**src/rtl/md_pkg.sv**
```systemverilog
// Shared constants and types for the market-data update path: payload widths,
// side codes and the output-stage state encoding.
package md_pkg;

  localparam int SYM_W  = 64;
  localparam int PX_W   = 32;
  localparam int QTY_W  = 32;
  localparam int SIDE_W = 8;

  typedef enum logic [7:0] {
    SIDE_BID = 8'h42,
    SIDE_ASK = 8'h53
  } side_e;

  typedef enum logic {
    OUT_EMPTY = 1'b0,
    OUT_FULL  = 1'b1
  } out_state_e;

endpackage

```
**src/rtl/rr_pick.sv**
```systemverilog
// Combinational round-robin picker: first eligible index after rr_ptr, with an
// optional strict-priority requester 0 that is never part of the rotation.
module rr_pick #(
  parameter int N     = 4,
  parameter bit PRIO0 = 1'b0,
  localparam int IW   = $clog2(N)
) (
  input  logic [N-1:0]  eligible,
  input  logic [IW-1:0] rr_ptr,
  output logic [N-1:0]  grant_oh,
  output logic [IW-1:0] grant_idx,
  output logic          grant_any
);

  logic [IW-1:0] cand;

  always_comb begin
    grant_oh  = '0;
    grant_idx = '0;
    grant_any = 1'b0;
    cand      = '0;
    if (PRIO0 && eligible[0]) begin
      grant_oh[0] = 1'b1;
      grant_any   = 1'b1;
    end else begin
      for (int k = 1; k <= N; k++) begin
        cand = IW'((int'(rr_ptr) + k) % N);
        if (!grant_any && eligible[cand] && !(PRIO0 && cand == '0)) begin
          grant_oh[cand] = 1'b1;
          grant_idx      = cand;
          grant_any      = 1'b1;
        end
      end
    end
  end

endmodule

```
**src/rtl/md_update_arbiter.sv**
```systemverilog
// Round-robin arbiter sharing the order-book update port between N_REQ parsers,
// with one registered output stage. Define MD_ARB_PRIO0_EN for strict priority on requester 0.
module md_update_arbiter
  import md_pkg::*;
#(
  parameter int N_REQ  = 4,
  parameter int SYM_W  = md_pkg::SYM_W,
  parameter int PX_W   = md_pkg::PX_W,
  parameter int QTY_W  = md_pkg::QTY_W,
  parameter int SIDE_W = md_pkg::SIDE_W,
  localparam int IW    = $clog2(N_REQ)
) (
  input  logic                      clk_sys,
  input  logic                      rstn,
  input  logic [N_REQ-1:0]          cfg_req_en,
  input  logic [N_REQ-1:0]          req_valid,
  output logic [N_REQ-1:0]          req_ready,
  input  logic [N_REQ*SYM_W-1:0]    req_symbol,
  input  logic [N_REQ*PX_W-1:0]     req_price,
  input  logic [N_REQ*QTY_W-1:0]    req_qty,
  input  logic [N_REQ*SIDE_W-1:0]   req_side,
  output logic [SYM_W-1:0]          upd_symbol,
  output logic [PX_W-1:0]           upd_price,
  output logic [QTY_W-1:0]          upd_qty,
  output logic [SIDE_W-1:0]         upd_side,
  output logic                      upd_valid,
  input  logic                      upd_ready,
  output logic [IW-1:0]             upd_src,
  output logic [31:0]               grant_count,
  output logic [31:0]               stall_count
);

`ifdef MD_ARB_PRIO0_EN
  localparam bit PRIO0 = 1'b1;
`else
  localparam bit PRIO0 = 1'b0;
`endif

  // Handshake: a requester's message moves when req_valid[i] & req_ready[i];
  // the order book takes upd_* when upd_valid & upd_ready. req_ready is combinational.
  out_state_e        state_q, state_d;
  logic [SYM_W-1:0]  sym_q, sym_d;
  logic [PX_W-1:0]   px_q, px_d;
  logic [QTY_W-1:0]  qty_q, qty_d;
  logic [SIDE_W-1:0] side_q, side_d;
  logic [IW-1:0]     src_q, src_d;
  logic [IW-1:0]     rr_ptr_q, rr_ptr_d;
  logic [31:0]       grant_cnt_q, grant_cnt_d;
  logic [31:0]       stall_cnt_q, stall_cnt_d;

  logic [SYM_W-1:0]  sym_arr  [N_REQ];
  logic [PX_W-1:0]   px_arr   [N_REQ];
  logic [QTY_W-1:0]  qty_arr  [N_REQ];
  logic [SIDE_W-1:0] side_arr [N_REQ];

  logic [N_REQ-1:0]  grant_oh;
  logic [IW-1:0]     grant_idx;
  logic              grant_any;
  logic              out_free;
  logic              do_grant;

  always_comb begin
    for (int i = 0; i < N_REQ; i++) begin
      sym_arr[i]  = req_symbol[i*SYM_W +: SYM_W];
      px_arr[i]   = req_price[i*PX_W +: PX_W];
      qty_arr[i]  = req_qty[i*QTY_W +: QTY_W];
      side_arr[i] = req_side[i*SIDE_W +: SIDE_W];
    end
  end

  rr_pick #(.N(N_REQ), .PRIO0(PRIO0)) u_pick (
    .eligible  (req_valid & cfg_req_en),
    .rr_ptr    (rr_ptr_q),
    .grant_oh  (grant_oh),
    .grant_idx (grant_idx),
    .grant_any (grant_any)
  );

  // Gating with rstn keeps req_ready low while the stage is held in reset.
  assign out_free  = (state_q == OUT_EMPTY) || upd_ready;
  assign do_grant  = out_free && grant_any && rstn;
  assign req_ready = do_grant ? grant_oh : '0;

  always_comb begin
    state_d     = state_q;
    sym_d       = sym_q;
    px_d        = px_q;
    qty_d       = qty_q;
    side_d      = side_q;
    src_d       = src_q;
    rr_ptr_d    = rr_ptr_q;
    grant_cnt_d = grant_cnt_q;
    stall_cnt_d = stall_cnt_q;
    if (do_grant) begin
      state_d     = OUT_FULL;
      sym_d       = sym_arr[grant_idx];
      px_d        = px_arr[grant_idx];
      qty_d       = qty_arr[grant_idx];
      side_d      = side_arr[grant_idx];
      src_d       = grant_idx;
      grant_cnt_d = grant_cnt_q + 32'd1;
      if (!(PRIO0 && grant_idx == '0)) rr_ptr_d = grant_idx;
    end else if (state_q == OUT_FULL && upd_ready) begin
      state_d = OUT_EMPTY;
    end
    if (state_q == OUT_FULL && !upd_ready) stall_cnt_d = stall_cnt_q + 32'd1;
  end

  always_ff @(posedge clk_sys or negedge rstn) begin
    if (!rstn) begin
      state_q     <= OUT_EMPTY;
      sym_q       <= '0;
      px_q        <= '0;
      qty_q       <= '0;
      side_q      <= '0;
      src_q       <= '0;
      rr_ptr_q    <= IW'(N_REQ - 1);
      grant_cnt_q <= '0;
      stall_cnt_q <= '0;
    end else begin
      state_q     <= state_d;
      sym_q       <= sym_d;
      px_q        <= px_d;
      qty_q       <= qty_d;
      side_q      <= side_d;
      src_q       <= src_d;
      rr_ptr_q    <= rr_ptr_d;
      grant_cnt_q <= grant_cnt_d;
      stall_cnt_q <= stall_cnt_d;
    end
  end

  assign upd_valid   = (state_q == OUT_FULL);
  assign upd_symbol  = sym_q;
  assign upd_price   = px_q;
  assign upd_qty     = qty_q;
  assign upd_side    = side_q;
  assign upd_src     = src_q;
  assign grant_count = grant_cnt_q;
  assign stall_count = stall_cnt_q;

endmodule

```
**config.mk**
```make
export PLATFORM = sky130hd
export DESIGN_NAME = md_update_arbiter
export DESIGN_NICKNAME = d
export VERILOG_FILES = /design/src/rtl/md_pkg.sv /design/src/rtl/rr_pick.sv /design/src/rtl/md_update_arbiter.sv
export SDC_FILE = /design/constraint.sdc
export NUM_CORES = 1
export LEC_CHECK = 0
export ABC_AREA = 1
export CAP_MARGIN = 20
export CORE_AREA = 2 2 293 295
export CTS_BUF_LIST = sky130_fd_sc_hd__clkbuf_16
export CTS_CLUSTER_SIZE = 10
export DETAILED_ROUTE_END_ITERATION = 16
export DIE_AREA = 0 0 295 297
export PLACE_DENSITY = 0.55
export SETUP_SLACK_MARGIN = 0.15
export SYNTH_ARGS = -nofsm -noshare
export SYNTH_HDL_FRONTEND = slang
export SYNTH_SLANG_ARGS = --single-unit
```
**constraint.sdc**
```tcl
create_clock -name clk_sys -period 4.91 [get_ports clk_sys]
set_input_delay 0.982 -clock clk_sys [delete_from_list [all_inputs] [get_ports clk_sys]]
set_output_delay 0.982 -clock clk_sys [all_outputs]
set_load 0.03 [all_outputs]
```
; ---- Word level (Yosys, flattened, before mapping)
; Index checks and enable logic that the tools add are counted.
[totals]
word_cells = 90
reg_bits = 205
[op_classes]
reduce_logical = 17
muxes = 43
magnitude_cmp = 9
bitwise = 6
n_addsub = 6
[ops]
columns = operator, count
row1 = $bmux W32 S2, 2
row2 = $bmux W64 S2, 1
row3 = $mux W32, 4
row4 = $mux W64, 2
row5 = $add A32 B1 Y32 const B, 2
row6 = $mux W4, 5
row7 = $bmux W8 S2, 1
row8 = $mux W8, 2
row9 = $mux W1, 14
row10 = $lt A2 B3 Y1 const B, 4
row11 = $or A4 B4 Y4, 3
row12 = $logic_and A1 B1 Y1, 11
row13 = $bmux W1 S2, 4
row14 = $demux W1 S2, 4
row15 = $ge A2 B1 Y1 const B, 4
row16 = $mux W2, 4
row17 = $add A2 B1 Y2 const B, 2
row18 = $add A2 B2 Y2 const B, 2
row19 = $and A4 B4 Y4, 1
row20 = $logic_not A1 Y1, 4
row21 = $ge A3 B3 Y1 const B, 1
row22 = $not A2 Y3, 1
row23 = $reduce_bool A2 Y1, 1
row24 = $logic_or A1 B1 Y1, 1
row25 = $not A1 Y1, 1

; ---- Depth between registers and ports, before layout
[logic_depth]
ltp_word = 17
depth_mapped = 17

; ---- Modules after synthesis
; Synthesis repeated with hierarchy kept, for this count alone.
[unflattened]
hier_cells = 1910
hier_area_um2 = 12912.4
[by_module_without_submodules]
columns = mod, area_per_inst_um2, cells_each, n_inst
row1 = md_update_arbiter, 12376.9, 1829, 1
row2 = rr_pick, 535.5, 81, 1

; ---- Worst setup path before layout
; Ideal clock, no wire load.
[synth_timing]
path_type = reg2out
from = reg rr_ptr_q[0]
to = out req_ready[1]
slack_ps = 1317
path_stages_with_launch = 13
n_path_buf = 3
arrival_ps = 2611
path_cell_list = dfstp_2 buf_4 inv_6 ha_1 inv_1 nand3_1 nand2_1 nor2_1 nand3_2 nand3_1 buf_2 clkbuf_1 a41oi_1
[synth_between]
elab_chain_cells = 16
elab_cells_between_ends = 52
classes_between = 4 x add/sub / 8 x order compare / 25 x mux / 3 x bitwise / 12 x reduce/logical
[synth_rtl]
columns = item, line_no
row1 = start: declaration, md_update_arbiter.sv:47  ; logic [IW-1:0] rr_ptr_q, rr_ptr_d;
row2 = start signal: assignment, md_update_arbiter.sv:117  ; rr_ptr_q <= IW'(N_REQ - 1);
row3 = start signal: assignment, md_update_arbiter.sv:127  ; rr_ptr_q <= rr_ptr_d;
row4 = branches (longest 15 deep; another with $lt A2 B3 Y1), --
row5 = $mux W4 (*), md_update_arbiter.sv:82  ; assign req_ready = do_grant ? grant_oh : '0;
row6 = end: declaration, md_update_arbiter.sv:17  ; output logic [N_REQ-1:0] req_ready,
; Every way passes the cells marked *. The select of a mux whose other input is x is not followed.

; ---- Worst setup path in the final report
; Ends and elaborated chain as after synthesis.

==> flow_summary.json <==
{
  "status": "complete, no violations",
  "cp_data_required_time_ns": 3.93,
  "grt_pass1_wl_mm": 117,
  "antenna_found_initial": 16,
  "use_met2_pct": 29.0,
  "cpPeakStageDelay_ns": 0.74,
  "syn_area_sq_mm": 0.0165,
  "antenna_left": 0,
  "grt_usage_pct": 17.0,
  "portBuffers": 761,
  "start_util_pct": 19.6,
  "syn-num-nets": 3291,
  "irDropWorstVdd_uv": 1090,
  "place_congestion": 0.881,
  "cp_max_fo": 12,
  "grt-busiest-layer": "met2",
  "dpl_worst_slack_ns": 0.788,
  "synth.avg_cell_area_sq_um": 6.06,
  "drt-total-wl_mm": 77.0,
  "drc": 0,
  "pin_count": 762,
  "grt_use_met1_pct": 20.3,
  "cts_buffers": 28,
  "rows": 107,
  "syn_inst": 2726,
  "worstPathCellList": "inv_6 > ha_1 > inv_1 > nand3_1 > nand2_1 > nand3_2 > inv_2 > nand2_2 > inv_1 > nand2_1 > a41oi_1 > buf_12",
  "htreeDepth": 1,
  "dieHeight_microns": 297,
  "p_leak_nw": 13.7,
  "dieArea_sq_mm": 0.0876,
  "crit_slowest_cell": "dfstp_2",
  "core_area_sq_mm": 0.0845,
  "crit_path_start_kind": "flop",
  "grtUsageMet3_pct": 4.86,
  "place_hpwl_mm": 57.8,
  "ys_warn_count": 0,
  "layout.nets": 3940,
  "ys_seq_elements": 205,
  "setup_tns_ns": 0,
  "maxCapViolCount": 0,
  "max_freq_mhz": 224,
  "worst_slack_ns": 0.450,
  "drt-initial-drc-count": 1033,
  "cts_hold_buf": 0,
  "cts-root-buf": "clkbuf_16",
  "max_slew_margin_pct": 34.8,
  "worst_hold_slack_ns": 0.270,
  "overflow": 0,
  "clock_skew_ns": 0.0257,
  "cts_resized": 0,
  "die_w_microns": 295,
  "min_period_ns": 4.46,
  "final_util_pct": 30.9,
  "tritoncts": "done",
  "ys_types": 31,
  "rsz0062_at_grt": "no",
  "grt_pass1_vias": 19200,
  "clk_latency_ns": 0.59,
  "grt_max_degree": 164,
  "finalSetupViolations": 0,
  "dr.pass1.iters": 5,
  "pwr_density_cell_mw_per_mm2": 830,
  "path_class": "flop to output pin",
  "clk_pin_slew_ns": 0.06,
  "drive_gt1_share_pct": 3.18,
  "syn2layout_area_growth_pct": 58.0,
  "cts_setup_buffers": 0,
  "clkSinkCount": 205,
  "routedWlPerCell_microns": 16.9,
  "vias": 19600,
  "cp_data_arrival_time_ns": 3.48,
  "yosysSeqAreaShare_pct": 31.1,
  "hold_class": "input port to async pin",
  "crit_path_end_kind": "output pin",
  "worst_slew_pin_slew_ns": 0.978,
  "maxSlewViolCount": 0,
  "cts_buffer_depth": 3,
  "routed_via_density": 4.32,
  "hold_viol_final": 0,
  "post-route-period-util_pct": 90.8
}
## report_power, final
group          internal (W)  leakage, nW  switching [W]  total, W
combinational       0.00548         10.6         0.0113    0.0168
sequential          0.00240         2.58       0.000476   0.00288
clock               0.00119        0.466       0.000841   0.00203
## cell type report
type	count	area [sq um]
well taps	1144	1430
clock buffers	28	701
diodes	6	15.0
repair buffers	805	8130
inverters	597	2250
multi-input cells	1738	8240
flip-flops and latches	205	5130
clock inverters	24	200
fillers	9357	58400
## synth_stat cells
master / n / area (sq um)
a21oi_2: 1 / 8.76
a22oi_1: 1 / 7.51
a31oi_1: 1 / 6.26
a41oi_1: 3 / 26.3
buf_1: 6 / 22.5
buf_2: 135 / 676
buf_4: 18 / 135
buf_6: 3 / 33.8
clkbuf_1: 24 / 90.1
dfrtp_1: 203 / 5080
dfstp_2: 2 / 52.6
ha_1: 10 / 125
inv_1: 595 / 2230
inv_2: 1 / 3.75
inv_6: 1 / 8.76
nand2_1: 967 / 3630
nand2_2: 3 / 18.8
nand3_1: 305 / 1530
nand3_2: 6 / 60.1
nand3b_1: 1 / 7.51
nand4_1: 284 / 1780
nor2_1: 42 / 158
nor2_2: 2 / 12.5
nor3_1: 27 / 135
nor3b_1: 2 / 15.0
nor4_1: 11 / 68.8
o21ai_0: 10 / 50.1
o21ai_4: 1 / 16.3
or2_2: 1 / 6.26
xnor2_1: 15 / 131
xor2_1: 45 / 394
## per-stage QoR
| step | instance area (sq um) | instances | total power [W] |
|---|---|---|---|
| floorplan | 16500 | 2726 | 0.0139 |
| global placement | 25200 | 4489 | 0.0197 |
| detailed placement | 25200 | 4489 | 0.0197 |
| CTS | 26100 | 4541 | 0.0219 |
| global route | 26100 | 4544 | 0.0237 |
| finish | 26100 | 4547 | 0.0217 |
## kinds of logic after synthesis
family,after synthesis,synth area share (%)
compound gates,17,0.697
flops,205,31.1
buf+inv,783,19.4
fa+ha+maj,10,0.758
xor+xnor,60,3.18
simple gates,1651,44.9
## state kept, by name, indices dropped and copies added, names as in the netlist
signal	cells
stall_count	32
upd_side	8
grant_count	32
upd_symbol	64
upd_price	32
upd_src	2
upd_qty	32
rr_ptr_q	2
upd_valid	1
## layout by cell type, fill, tap and decap left out, types with 5 or more instances in the layout
| cell | netlist | layout |
|---|---|---|
| xnor2_1 | 15 | 15 |
| clkinv_1 | 0 | 9 |
| o21ai_0 | 10 | 10 |
| nand4_1 | 284 | 284 |
| nor3_1 | 27 | 27 |
| inv_1 | 595 | 601 |
| ha_1 | 10 | 10 |
| nor2_1 | 42 | 42 |
| nor4_1 | 11 | 11 |
| nand3_1 | 305 | 302 |
| xor2_1 | 45 | 45 |
| clkdlybuf4s50_1 | 0 | 756 |
| nand3_2 | 6 | 5 |
| buf_4 | 18 | 33 |
| diode_2 | 0 | 6 |
| nand2_1 | 967 | 966 |
| clkbuf_16 | 0 | 28 |
| dfrtp_1 | 203 | 203 |
| buf_12 | 0 | 15 |
## worst paths after layout
path | to | slack, ns | from | cells past startpoint
setup / recovery | req_ready[1] | 0.45 | rr_ptr_q[0] | 12
hold / removal | stall_count[30] | 0.27 | rstn | 1
setup reg to reg | upd_price[27] | 1.17 | rr_ptr_q[0] | 15
hold reg to reg | stall_count[31] | 0.47 | stall_count[31] | 1
max in group asynchronous | upd_symbol[14] | 2.99 | rstn | 3
min in group clk_sys | stall_count[31] | 0.47 | stall_count[31] | 1
## routing by layer
| layer | routed length, microns | part of all wire [%] |
|---|---|---|
| met5 | 114 | 0.15 |
| met1 | 31200 | 41 |
| met3 | 6830 | 8.9 |
| met4 | 2800 | 3.6 |
| met2 | 36100 | 47 |
## critical path: cells and delay by family (launching register included)
kind | cells | cell delay, ns
AO/OA/AOI/OAI | 1 | 0.49
buffers and inverters | 5 | 0.68
flip-flops | 1 | 0.74
AND/OR/NAND/NOR | 5 | 0.57
adder cells (fa/ha/maj) | 1 | 0.39
No activity file was read; power rests on OpenSTA's default activity.
